$ cat src/rtl/cnn_pkg.sv
// Shared types for the CNN image streaming path: transmit FSM states and pixel word.
package cnn_pkg;

  localparam int unsigned PIXEL_BITS = 32;

  typedef logic [PIXEL_BITS-1:0] pixel_t;

  typedef enum logic [1:0] {
    TX_IDLE      = 2'd0,
    TX_STREAM    = 2'd1,
    TX_WAIT_DONE = 2'd2
  } tx_state_t;

endpackage

$ cat src/rtl/pixel_buffer.sv
// Frame store: one synchronous write port, one combinational read port, no reset on contents.
module pixel_buffer
  import cnn_pkg::*;
#(
  parameter int unsigned BitSize = 32,
  parameter int unsigned Depth   = 16,
  localparam int unsigned ADDR_W = (Depth > 1) ? $clog2(Depth) : 1
) (
  input  logic               clk,
  input  logic               wr_en,
  input  logic [ADDR_W-1:0]  wr_addr,
  input  logic [BitSize-1:0] wr_data,
  input  logic [ADDR_W-1:0]  rd_addr,
  output logic [BitSize-1:0] rd_data
);

  logic [BitSize-1:0] mem [Depth];

  always_ff @(posedge clk) begin
    if (wr_en) begin
      mem[wr_addr] <= wr_data;
    end
  end

  assign rd_data = mem[rd_addr];

endmodule

$ cat src/rtl/image_stream_tx.sv
// Buffers one host frame and streams it to the CNN with valid/ready, then waits for the classifier.
module image_stream_tx
  import cnn_pkg::*;
#(
  parameter int unsigned BitSize    = 32,
  parameter int unsigned ImageWidth = 8
) (
  input  logic               clk,
  input  logic               res_n,
  input  logic               wr_en,
  input  logic [BitSize-1:0] wr_data,
  output logic               wr_full,
  input  logic               start,
  input  logic               abort,
  input  logic               ready_in,
  output logic               out_valid,
  output logic [BitSize-1:0] out_data,
  input  logic               result_done,
  output logic               busy,
  output logic               frame_done
);

  localparam int unsigned NPix   = ImageWidth * ImageWidth;
  localparam int unsigned PTR_W  = $clog2(NPix + 1);
  localparam int unsigned ADDR_W = (NPix > 1) ? $clog2(NPix) : 1;

  tx_state_t          state_q, state_d;
  logic [PTR_W-1:0]   wr_ptr_q, wr_ptr_d;
  logic [PTR_W-1:0]   rd_ptr_q, rd_ptr_d;
  logic               out_valid_d;
  logic [BitSize-1:0] out_data_d;
  logic               wr_full_d;
  logic               busy_d;
  logic               frame_done_d;
  logic               buf_we_c;
  logic [ADDR_W-1:0]  rd_addr_c;
  logic [BitSize-1:0] rd_data_c;

  pixel_buffer #(
    .BitSize (BitSize),
    .Depth   (NPix)
  ) u_buf (
    .clk     (clk),
    .wr_en   (buf_we_c),
    .wr_addr (ADDR_W'(wr_ptr_q)),
    .wr_data (wr_data),
    .rd_addr (rd_addr_c),
    .rd_data (rd_data_c)
  );

  // Read address runs one pixel ahead of the presented one so each transfer reloads without a bubble.
  always_comb begin
    rd_addr_c = '0;
    if (state_q == TX_STREAM) begin
      rd_addr_c = ADDR_W'(rd_ptr_q + PTR_W'(1));
    end
  end

  // Next-state and registered-output logic; abort overrides everything else.
  always_comb begin
    state_d      = state_q;
    wr_ptr_d     = wr_ptr_q;
    rd_ptr_d     = rd_ptr_q;
    out_valid_d  = out_valid;
    out_data_d   = out_data;
    frame_done_d = 1'b0;
    buf_we_c     = 1'b0;

    if (abort) begin
      state_d     = TX_IDLE;
      wr_ptr_d    = '0;
      rd_ptr_d    = '0;
      out_valid_d = 1'b0;
    end else begin
      case (state_q)
        TX_IDLE: begin
          if (wr_en && !wr_full) begin
            buf_we_c = 1'b1;
            wr_ptr_d = wr_ptr_q + PTR_W'(1);
          end
          if (start && wr_full) begin
            state_d     = TX_STREAM;
            rd_ptr_d    = '0;
            out_valid_d = 1'b1;
            out_data_d  = rd_data_c;
          end
        end
        TX_STREAM: begin
          if (out_valid && ready_in) begin
            if (rd_ptr_q == PTR_W'(NPix - 1)) begin
              state_d     = TX_WAIT_DONE;
              out_valid_d = 1'b0;
            end else begin
              rd_ptr_d   = rd_ptr_q + PTR_W'(1);
              out_data_d = rd_data_c;
            end
          end
        end
        TX_WAIT_DONE: begin
          if (result_done) begin
            state_d      = TX_IDLE;
            wr_ptr_d     = '0;
            frame_done_d = 1'b1;
          end
        end
        default: begin
          state_d     = TX_IDLE;
          wr_ptr_d    = '0;
          rd_ptr_d    = '0;
          out_valid_d = 1'b0;
        end
      endcase
    end

    wr_full_d = (wr_ptr_d == PTR_W'(NPix));
    busy_d    = (state_d != TX_IDLE);
  end

  always_ff @(posedge clk or negedge res_n) begin
    if (!res_n) begin
      state_q <= TX_IDLE;
    end else begin
      state_q <= state_d;
    end
  end

  always_ff @(posedge clk or negedge res_n) begin
    if (!res_n) begin
      wr_ptr_q   <= '0;
      rd_ptr_q   <= '0;
      out_valid  <= 1'b0;
      out_data   <= '0;
      wr_full    <= 1'b0;
      busy       <= 1'b0;
      frame_done <= 1'b0;
    end else begin
      wr_ptr_q   <= wr_ptr_d;
      rd_ptr_q   <= rd_ptr_d;
      out_valid  <= out_valid_d;
      out_data   <= out_data_d;
      wr_full    <= wr_full_d;
      busy       <= busy_d;
      frame_done <= frame_done_d;
    end
  end

endmodule

$ cat config.mk
export PLATFORM = sky130hd
export DESIGN_NAME = image_stream_tx
export DESIGN_NICKNAME = d
export VERILOG_FILES = /design/src/rtl/cnn_pkg.sv /design/src/rtl/pixel_buffer.sv /design/src/rtl/image_stream_tx.sv
export SDC_FILE = /design/constraint.sdc
export NUM_CORES = 2
export LEC_CHECK = 0
export CORE_UTILIZATION = 55
export DETAILED_ROUTE_END_ITERATION = 8
export PLACE_DENSITY = 0.73
export SYNTH_ARGS = -nofsm -noshare
export SYNTH_HDL_FRONTEND = slang
export SYNTH_SLANG_ARGS = --single-unit
export TNS_END_PERCENT = 10
$ cat constraint.sdc
create_clock -name clk -period 5.3 [get_ports clk]
set_input_delay 1.06 -clock clk [delete_from_list [all_inputs] [get_ports clk]]
set_output_delay 1.06 -clock clk [all_outputs]
set_load 0.02 [all_outputs]
After elaboration in Yosys (flattened, before gate mapping). Memories as Yosys holds them, arrays and structs flattened. Index checks and enable logic that the tools add are counted.

Register bits: 52. Latch bits: 0. Memory bits (writable): 2048. ROM bits: 0. Output and inout port bits: 36. Logic and storage cells: 67. Memories kept: 1.

Add/subtract/negate cells: 2. $mul: 0. Divide/modulo/power cells: 0. Order comparisons: 0. Equal/unequal tests: 12. Shift operators: 0. Multiplexer cells: 33. Bitwise logic cells: 1. Reductions and logical operators: 10.

Memory list: u_buf.mem (words 64, bits a word 32, read ports 1, clocked after Yosys merged registers in 0, wr ports 1, line pixel_buffer.sv:17) `logic [BitSize-1:0] mem [Depth];`.

Operator list (number): 2-to-1 mux 32 bit (3); one-hot mux 32 bit (2 select lines) (1); 2-to-1 mux 7 bit (7); one-hot mux 7 bit (3 select lines) (2); adder 7 x 1 -> 7 bit (second input constant) (2); 2-to-1 mux 1 bit (12); 2-to-1 mux 2 bit (5); AND reduction 4 bit (2); == test 7 x 6 -> 1 bit (second input constant) (1); == test 7 bit (second input constant) (1); 2-to-1 mux 6 bit (1); != test 2 bit (second input constant) (3); != test 3 x 2 -> 1 bit (second input constant) (2); != test 3 bit (second input constant) (2); one-hot mux 2 bit (3 select lines) (1); AND reduction 5 bit (1); nonzero test 2 bit (2); logical AND 1 bit (3); one-hot mux 1 bit (3 select lines) (1); == test 2 x 1 -> 1 bit (second input constant) (1); == test 2 bit (second input constant) (1); zero test 2 bit (1); != test 2 x 1 -> 1 bit (second input constant) (1); zero test 1 bit (1); inverter 1 bit (1).

Logic depth before layout (Yosys ltp).
Depth after elaboration: 7. Gate-level depth with buffers: 13. Mapped depth without buffers: 8.

Hierarchy. Synthesis repeated with hierarchy kept, for this count alone.

Cells, all modules: 3496. Area total of the unflattened synthesis: 80430.9 um^2.

By module, submodules not included: pixel_buffer (times used 1, cells an instance 3292, area an instance 77874.7 um^2); image_stream_tx (times used 1, cells an instance 204, area an instance 2556.2 um^2).

Least setup slack after synthesis. Ideal clock, no wire load.

Path kind: input to register. Start: input port wr_en. End: memory u_buf.mem[31][0], enable pin. Setup time: 0.461 ns. Data arrival time: 3.709 ns. Required time: 4.839 ns. Path slack: 1.130 ns. Stages: 4. Path buffers: 0. Cell sequence: nand2b_1 > nor2_1 > nand2_1 > nor3_1.

Word-level cells in the longest chain between the ends: 6.

RTL lines: from (decl) (line image_stream_tx.sv:10) `input logic wr_en,`; logical AND 1 bit (line image_stream_tx.sv:77) `if (wr_en && !wr_full) begin`; 2-to-1 mux 1 bit (line image_stream_tx.sv:77); 2-to-1 mux 1 bit (line image_stream_tx.sv:75) `case (state_q)`; 2-to-1 mux 1 bit (line image_stream_tx.sv:69) `if (abort) begin`; 2-to-1 mux 1 bit (line pixel_buffer.sv:20) `if (wr_en) begin`; 2-to-1 mux 1 bit (implied by the code) (line pixel_buffer.sv:21) `mem[wr_addr] <= wr_data;`; to (decl) (line pixel_buffer.sv:17).

No other way between the ends.

Worst setup path in the final report.
Start: register state_q[0]. End: register out_data[5].

Word-level cells in the longest chain between the ends: 6. Elaborated cells on any way between the ends: 13. Those cells by class: 4 x eq/ne; 5 x mux; 3 x reduce/logical; 1 x memory.

RTL lines: from (decl) (line image_stream_tx.sv:27) `tx_state_t state_q, state_d;`; from (signal assigned) (line image_stream_tx.sv:123) `state_q <= state_d;`; == test 2 x 1 -> 1 bit (line image_stream_tx.sv:54, image_stream_tx.sv:75); 2-to-1 mux 6 bit (line image_stream_tx.sv:54) `if (state_q == TX_STREAM) begin`; memory (64 x 32 bit); 2-to-1 mux 32 bit (line image_stream_tx.sv:90) `if (rd_ptr_q == PTR_W'(NPix - 1)) begin`; 2-to-1 mux 32 bit (line image_stream_tx.sv:89) `if (out_valid && ready_in) begin`; one-hot mux 32 bit (2 select lines) (line image_stream_tx.sv:75); to (signal assigned) (line image_stream_tx.sv:140) `out_data <= out_data_d;`; to (decl) (line image_stream_tx.sv:17) `output logic [BitSize-1:0] out_data,`.

Parallel ways exist; a longest one is shown, timed or not. The select of a mux whose other input is x is not followed. A chain may end at the register's enable or synchronous reset.

==> flow_summary_export.csv <==
group,metric,value,unit
worst_setup_path,start_kind,"flop",
synth,ys.flop_type,"edfxtp_1",
global_route,grt_use_total,30.6,%
sta,hold_viol_final,0,
layout,fin_util,62.7,%
route,vias,49700,
synth,syn_area_per_cell,16.3,um^2
floorplan,dieArea,151000,um^2
synth,synth_top_area_share,74.7,%
global_route,grt_pass1_wl,334,mm
global_route,grt_pass1_vias,47900,
clocking,cts.clk_slew.worst_paths,60,ps
synth,netlist_instances,5048,
run,drv_cap,0,
power,ir_drop,0.310,mV
min_path,hold_class,"in -> async",
route,route.met2.wl,107,mm
floorplan,coreArea,148000,um^2
route,drcViolationCount,0,
outcome,status,"finished clean",
layout,area_delta_synth_final,13.0,%
synth,syn_nets,5089,
power,leakage,0.0291,uW
clocking,cts_setup_buffers,0,
worst_setup_path,cp_cell_sequence,"nand2b_4, nor2_4, buf_4, buf_4, mux4_2, nand3_1, a31oi_1, o21ai_0, o211ai_1",
sta,fin_skew,30.0,ps
worst_setup_path,path_class,"reg -> reg",
worst_setup_path,reg2reg_depth,9,
clocking,clock_latency,850,ps
clocking,cts.sinks,2100,
sta,slew_viol_final,0,
route,drt-met1-wl,84.6,mm
layout,drive_above_1_share,15.4,%
route,dr_wl_met3,26.8,mm
clocking,htree_levels,4,
clocking,ctsHoldBuffers,0,
synth,synth_area,82300,um^2
synth,post-synth-top-count-cell,"edfxtp_1",
sta,finalSetupViolCount,0,
clocking,cts-root-buf,"clkbuf_16",
worst_setup_path,cp_common_cell,"buf_4",
sta,tns,0,ps
route,drt_pass1_iterations,6,
floorplan,num_io_pins,75,
sta,tightest_slew,1280,ps
worst_setup_path,worstPathRequired,6050,ps
worst_setup_path,crit_path_end_kind,"flop",
route,routed_wl,231,mm
synth,async_reset_ff_share,2.48,%
floorplan,die_x,389,um
sta,fmax,0.224,GHz
worst_setup_path,crit_path_max_fanout,25,
route,initialDrtViolationCount,7405,
placement,gp_congestion,0.940,
synth,yosysWarnings,0,
worst_setup_path,worstPathArrival,5220,ps
global_route,grt-ovfl-total,0,
layout,nets,5221,
synth,synth.distinct_cells,83,
power,powerDensity,355,nW/um^2
synth,seq_area_frac_synth,76.3,%
global_route,antenna_found_initial,16,
placement,io_buffers,74,
route,antenna_left,0,
worst_setup_path,crit_slowest_cell,"nor2_4",
synth,synth_edf_count,2048,
floorplan,std_cell_rows,141,
clocking,ctsResizeCount,0,
sta,period_minus_slack,4470,ps
global_route,grt_max_degree,152,
synth,synth_common_cells,"edfxtp_1, nand2_1, a21oi_1",
sta,grt_setup_unrepaired,"false",
sta,relSlewSlack,14.6,%
floorplan,die_h,389,um
route,viasPerCell,6.82,
synth,ys_ff_latch,2100,
synth,post-synth-top-area-cell,"edfxtp_1",
placement,dp_hpwl,135,mm
synth,synth_area_leaders,"edfxtp_1, mux4_2, nand2_1",
worst_setup_path,critical-path-max-stage-delay,760,ps
sta,post-route-period-util,84.3,%
clocking,cts_buffer_depth,3,
clocking,cts_tree,"yes",
clocking,cts_buffers,204,
route,post_drt_wl_per_cell,31.7,um
route,topRoutingLayerUsed,"met5",
floorplan,start_util,55.5,%
==> metal layers <==
layer | vias to the layer above | global-route usage (%)
met1 | 25100 | 41.9
met5 | - | 0
met4 | 10 | 16.2
met3 | 591 | 6.74
met2 | 3480 | 46.2
li1 | 20500 | -
==> placed cells by master, fill, tap and decap left out, types with 98 or more instances in the layout <==
cell type / instances
nand3_1: 165
mux2i_1: 167
o21ai_0: 151
nor2_1: 109
clkbuf_16: 205
nand2_1: 514
mux4_2: 101
a21oi_1: 218
edfxtp_1: 2048
buf_4: 181
a221oi_1: 98
==> report_power, final <==
part	internal, uW	total [uW]	switching, uW
combinational	50.2	399	349
sequential	18200	18200	8.49
clock	8160	14400	6200
total	26500	33000	6560
==> registers in the layout, summed over array words and instances (netlist names) <==
name,cells
out_valid,1
wr_ptr_q,7
u_buf.mem,2048
busy,1
frame_done,1
out_data,32
rd_ptr_q,7
wr_full,1
state_q,2
==> final cells by class <==
type / count / area, um^2
well taps: 1930 / 2410
clock buffers: 254 / 5360
clock inverters: 124 / 1220
flip-flops and latches: 2100 / 62800
inverters: 9 / 36.3
repair buffers: 293 / 2710
multi-input cells: 2572 / 18400
fillers: 10200 / 55200
diodes: 11 / 27.5
==> per-stage QoR <==
step / instances / setup slack, ps / hold slack, ps / power [uW] / area (um^2)
after CTS: 7282 / 988 / 302 / 33100 / 93000
after floorplan: 5048 / 1130 / 482 / 18600 / 82300
after global routing: 7282 / 881 / 336 / 33700 / 93000
after detailed placement: 6904 / 974 / 506 / 19000 / 86400
after global placement: 6904 / 995 / 503 / 19000 / 86400
final: 7293 / 834 / 300 / 33000 / 93000
==> logic make-up (layout without fill, tap and decap cells) <==
family / count (synthesis) / count (layout) / synth area share, %
multiplexers: 354 / 354 / 6.03
AO/OA/AOI/OAI: 1159 / 1159 / 9.80
buffers and inverters: 376 / 680 / 2.08
AND/OR/NAND/NOR: 1054 / 1054 / 5.69
adder cells (fa/ha/maj): 2 / 2 / 0.0304
other: 0 / 11 / 0
flip-flops: 2100 / 2100 / 76.3
XOR/XNOR: 3 / 3 / 0.0502
==> worst max-delay path, delay by kind of cell, from the launching register on <==
| family | cells | cell delay [ps] |
|---|---|---|
| DFF | 1 | 660 |
| AOI/OAI and AO/OA | 3 | 1290 |
| buffers and inverters | 2 | 810 |
| and+or+nand+nor | 3 | 1300 |
| muxes | 1 | 260 |
==> final timing paths <==
| path | start | to | slack (ps) |
|---|---|---|---|
| min reg2reg | rd_ptr_q[6] | rd_ptr_q[6] | 530 |
| max | state_q[0] | out_data[5] | 830 |
| max reg2reg | state_q[0] | out_data[5] | 830 |
| min | res_n | out_data[14] | 300 |
| min in group clk | rd_ptr_q[6] | rd_ptr_q[6] | 530 |
| max in group asynchronous | res_n | rd_ptr_q[0] | 4290 |
Power figures use the tool's default switching activity.
